### src/rtl/fir6_tap_datapath.sv
// Six-tap signed FIR datapath with a two-stage pipeline: registered products, then registered sum.
// Define FIR_APPROX_EN to round each product to a multiple of 2^APPROX_BITS before summing.
module fir6_tap_datapath #(
    parameter logic signed [31:0] C1          = 32'sd3,
    parameter logic signed [31:0] C2          = -32'sd5,
    parameter logic signed [31:0] C3          = 32'sd7,
    parameter logic signed [31:0] C4          = 32'sd7,
    parameter logic signed [31:0] C5          = -32'sd5,
    parameter logic signed [31:0] C6          = 32'sd3,
    parameter int unsigned        APPROX_BITS = 4
) (
    input  logic               clk,
    input  logic               rst_n,
    input  logic               in_valid,
    input  logic signed [31:0] in_1_0,
    input  logic signed [31:0] in_2_0,
    input  logic signed [31:0] in_3_0,
    input  logic signed [31:0] in_4_0,
    input  logic signed [31:0] in_5_0,
    input  logic signed [31:0] in_6_0,
    output logic               out_valid,
    output logic signed [31:0] out_11
);

`ifdef FIR_APPROX_EN
    localparam bit APPROX_EN = 1'b1;
`else
    localparam bit APPROX_EN = 1'b0;
`endif

    localparam logic signed [31:0] COEF [6] = '{C1, C2, C3, C4, C5, C6};
    localparam logic [31:0] ROUND_ADD  = 32'd1 << (APPROX_BITS - 1);
    localparam logic [31:0] ROUND_MASK = ~((32'd1 << APPROX_BITS) - 32'd1);

    logic signed [31:0] tap    [6];
    logic signed [31:0] prod_d [6];
    logic signed [31:0] prod_q [6];
    logic signed [31:0] sum_d;
    logic               v1_q;
    logic               out_valid_q;
    logic signed [31:0] out_q;

    always_comb begin
        tap[0] = in_1_0;
        tap[1] = in_2_0;
        tap[2] = in_3_0;
        tap[3] = in_4_0;
        tap[4] = in_5_0;
        tap[5] = in_6_0;
    end

    // A 32-bit context keeps only the low 32 bits of each product (two's-complement wrap).
    always_comb begin
        for (int k = 0; k < 6; k++) begin
            prod_d[k] = tap[k] * COEF[k];
            if (APPROX_EN) begin
                prod_d[k] = (prod_d[k] + ROUND_ADD) & ROUND_MASK;
            end
        end
    end

    always_comb begin
        // NOTE: assign a default before any accumulation so every path drives sum_d and no latch is inferred.
        sum_d = '0;
        for (int k = 0; k < 6; k++) begin
            sum_d = sum_d + prod_q[k];
        end
    end

    always_ff @(posedge clk or negedge rst_n) begin
        if (!rst_n) begin
            // NOTE: the product array is reset element-wise; this is a small register bank, not a RAM,
            // and a mid-pipeline reset must leave no stale product behind.
            prod_q      <= '{default: '0};
            v1_q        <= 1'b0;
            out_valid_q <= 1'b0;
            out_q       <= '0;
        end else begin
            // NOTE: non-blocking updates let both stages read the pre-edge value of v1_q/prod_q.
            v1_q        <= in_valid;
            out_valid_q <= v1_q;
            if (in_valid) begin
                prod_q <= prod_d;
            end
            if (v1_q) begin
                out_q <= sum_d;
            end
        end
    end

    assign out_valid = out_valid_q;
    assign out_11    = out_q;

endmodule

### config.mk
export PLATFORM = sky130hd
export DESIGN_NAME = fir6_tap_datapath
export DESIGN_NICKNAME = d
export VERILOG_FILES = /design/src/rtl/fir6_tap_datapath.sv
export SDC_FILE = /design/constraint.sdc
export NUM_CORES = 1
export LEC_CHECK = 0
export CELL_PAD_IN_SITES_DETAIL_PLACEMENT = 0
export CELL_PAD_IN_SITES_GLOBAL_PLACEMENT = 2
export CORE_MARGIN = 8
export CORE_UTILIZATION = 35
export DETAILED_ROUTE_END_ITERATION = 6
export HOLD_SLACK_MARGIN = 0.1
export MAX_ROUTING_LAYER = met4
export PLACE_DENSITY = 0.84
export SYNTH_ARGS = -nofsm -noshare
export SYNTH_HDL_FRONTEND = slang
export SYNTH_SLANG_ARGS = --single-unit
### constraint.sdc
create_clock -name clk -period 10.2 [get_ports clk]
set_clock_uncertainty 0.15 [all_clocks]
set_input_delay 1.53 -clock clk [delete_from_list [all_inputs] [get_ports clk]]
set_output_delay 1.53 -clock clk [all_outputs]
set_load 0.01 [all_outputs]
* Yosys cells after proc, flatten, opt, wreduce, memory -nomap -nowiden
Cells that the tools add are included.
Cells by class: equal/unequal tests 0, $mul 6, shift-type cells 0, magnitude comparators 0, bitwise gates (word level) 0, $add $sub $neg 5, mux-type cells 0, reductions and logical operators 0, divide/modulo/power cells 0
Operator list (number):
- adder 32 bit | 5
- multiplier 32 x 4 -> 32 bit (second input constant) | 4
- multiplier 32 x 3 -> 32 bit (second input constant) | 2
Storage, ports and cells: bits in writable memories 0, memories kept 0, output and inout port bits 33, logic and storage cells 20, ROM bits 0, bits in latches 0, input port bits 195, bits in registers 226

* Longest topological paths before layout
depth in word-level cells 5, gate-level depth with buffers 18, depth with buffers taken out 18

* Worst setup path before layout
OpenSTA, ideal clock, no wires.
path kind input-to-reg, from input port in_2_0[1], to register prod_q[157] in the netlist's numbering, arrival 4999 ps, path slack 4982 ps, stages on the path 15, data required time 9981 ps, path buffers 0, setup time 69 ps, cells stage by stage inv_1 ha_1 fa_1 ha_1 inv_1 fa_1 nor2b_1 o31ai_1 a21oi_1 a41oi_1 o31a_1 o31ai_1 a31oi_1 or4_1 nand3_1
On the way: word-level cells in the longest chain between the ends 1
Ends and longest elaborated chain:
- start: declaration | line 16 | input logic signed [31:0] in_2_0,
- multiplier 32 x 4 -> 32 bit | line 55 | prod_d[k] = tap[k] * COEF[k];
- end signal: assignment | line 83 | prod_q <= prod_d;
- end: declaration | line 37 | logic signed [31:0] prod_q [6];
Every way passes these cells. A chain may end at the register's enable or synchronous reset.

* Worst setup path after layout
Same ends and word-level chain as after synthesis.

==> key figures <==
STA
  • Rel. slew slack: 37.0%
  • Worst slew pin tran: 945 ps
  • Final hold vios: 0
  • RSZ-0062 raised after global routing: false
  • Period utilization: 58.0%
  • Crit path time final: 5920 ps
  • Total negative slack: 0 ps
  • Fmax: 0.169 GHz
  • Setup violators final: 0
  • Final Max Slew Viols: 0

Clock network
  • CTS sink count: 226
  • CTS H-tree lvls: 1
  • Cts bufs inserted: 30
  • Worst-Skew Late Latency: 570 ps
  • CTS tree: done
  • Cts hold-fix bufs: 0
  • Post-CTS Setup Bufs: 0
  • Clock buffer depth: 3
  • CTS resizes: 0
  • Root Buffer Master: clkbuf_16
  • Reg clk slew, reported paths: 60 ps

Global route
  • Via count of the first global-routing pass: 20900
  • Pin count of the biggest net entering global routing: 115
  • First-pass GRT wire length: 112000 um
  • Grt ovf: 0
  • Tot GR Track Use: 15.9%
  • Initial antenna violation count: 5

Die
  • Starting Density: 35.1%
  • Core footprint: 81500 sq um
  • Die H: 302 um
  • Die outline area: 91100 sq um
  • Ports: 228
  • Placement Rows: 105
  • Die width: 302 um

Setup path
  • Crit-path cells: clkdlybuf4s50_1, inv_1, ha_1, fa_1, ha_1, inv_1, fa_1, nor2b_1, o31ai_1, a21oi_1, a41oi_1, o31a_1, o31ai_1, a31oi_1, or4_1, nand3_1
  • Startpoint types: input port
  • Max incr delay on CP: 540 ps
  • Slowest CP cell: clkdlybuf4s50_1
  • Worst path arrival time: 6270 ps
  • CP max FO: 5
  • CP Capture Type: flop
  • Crit Path Class: input port to flop
  • Worst Path Required: 10550 ps

Route
  • Pre-antenna DRT Iters: 7
  • DRC Markers: 0
  • Final wirelength: 70900 um
  • Via count: 21400
  • Routed WL per cell: 15.6 um
  • Remaining antenna violation count: 0
  • Initial DRC count: 985
  • Vias/cell: 4.71

Synth
  • Mapped cell area: 28600 sq um
  • Seq/Total Area, Yosys: 19.8%
  • Area leader, netlist: dfrtp_1
  • Async S/R FF share, synth: 100%
  • Syn nets: 4115
  • Post-synthesis register bit count: 226
  • YS warnings: 0
  • Number of flops mapped to enable cells by yosys: 0
  • Synth Instances: 3241
  • Synth area leaders: dfrtp_1 (20%), ha_1 (19%), fa_1 (17%)
  • Syn Area/Cell: 8.83 sq um
  • Primary FF master, synth: dfrtp_1
  • Post-synth top area share: 19.8%
  • Distinct cells, synth: 69

Placement
  • IO Port Bufs: 227
  • Gpl congestion: 0.840
  • Final HPWL DP: 60000 um

Cells and area
  • Area growth, synth to finish: 15.8%
  • Commonest non-fill, non-tap cells in the layout: inv_1 (855), ha_1 (438), fa_1 (241)
  • Final #Nets: 4331
  • Filler Cells Inserted: 8361
  • Area of the multi-input gates: 19500 sq um
  • Register area: 5660 sq um
  • Leading cell type in the layout, fill and taps excluded: inv_1
  • Share of layout cells above drive strength 1: 4.68%

Worst hold path
  • HP Class: flop to flop

Status
  • Outcome: finished, final reports clean

Job
  • Maximum Capacitance Violations: 0
==> synth_stat cells, drive strengths merged (10+ instances only) <==
cell,n
a211oi,35
a21o,89
a21oi,187
a31oi,23
and3,13
buf,11
clkbuf,41
dfrtp,226
fa,241
ha,438
inv,855
mux2,86
mux2i,25
nand2,180
nand2b,18
nand3,33
nand4,13
nor2,105
nor2b,14
nor3,20
o211ai,10
o21a,32
o21ai,181
o21bai,29
o31ai,13
xnor2,149
xor2,49
==> flip-flops by register name, indices dropped and copies added, names as in the netlist <==
| signal | count |
|---|---|
| v1_q | 1 |
| out_11 | 32 |
| prod_q | 192 |
| out_valid | 1 |
==> path summary, 6_finish.rpt <==
kind	from	to	slack [ps]	cells after the start
setup / recovery	in_2_0[1]	prod_q[157]	4280	16
min in group asynchronous	rst_n	prod_q[96]	870	1
hold / removal	prod_q[18]	prod_q[18]	330	2
max in group asynchronous	rst_n	prod_q[78]	7550	2
hold reg to reg	prod_q[18]	prod_q[18]	330	2
setup reg to reg	prod_q[98]	out_11[30]	4720	16
==> layer usage <==
metal / vias to the layer above / routed length, um / GRT usage, %
li1: 11000 / - / -
met1: 10200 / 33100 / 20.9
met2: 259 / 34500 / 26.6
met3: 63 / 2110 / 1.71
met4: 0 / 1250 / 3.19
met5: - / 0 / -
==> cell families (layout without fill, tap and decap cells) <==
| group | after synthesis | after routing | synth area share [%] |
|---|---|---|---|
| AO/OA/AOI/OAI | 679 | 679 | 14.9 |
| multiplexers | 111 | 111 | 4.26 |
| other | 0 | 5 | 0 |
| flip-flops | 226 | 226 | 19.8 |
| buffers and inverters | 907 | 1146 | 11.9 |
| adder cells (fa/ha/maj) | 679 | 679 | 36.0 |
| AND/OR/NAND/NOR | 441 | 441 | 7.11 |
| XOR/XNOR | 198 | 198 | 6.06 |
==> final cells by class <==
cell class | instances | share of cell area [%]
inverter | 855 | 9.69
clock inverter | 18 | 0.589
multi-input combinational | 2108 | 59.0
tap | 1070 | 4.04
timing repair buffer | 236 | 7.09
antenna | 5 | 0.0378
clock buffer | 37 | 2.50
sequential | 226 | 17.1
==> through the flow <==
step,worst slack (ps),instance area (sq um),hold slack (ps),util [%],instances
floorplan,4980,28600,278,-,3241
global placement,3820,32100,316,39.4,4495
detailed placement,3790,32100,318,39.4,4495
CTS,4370,33100,332,40.7,4550
global route,4030,33100,370,40.7,4555
finish,4280,33100,330,40.7,4555
==> worst max-delay path, delay by kind of cell <==
kind            cells  cell delay [ps]
fa+ha+maj           4             1440
simple gates        3              780
buf+inv             3              660
compound gates      6             1860
Power is not shown: default switching activity piles up to over one toggle a cycle in this logic, so the estimate is an artifact.
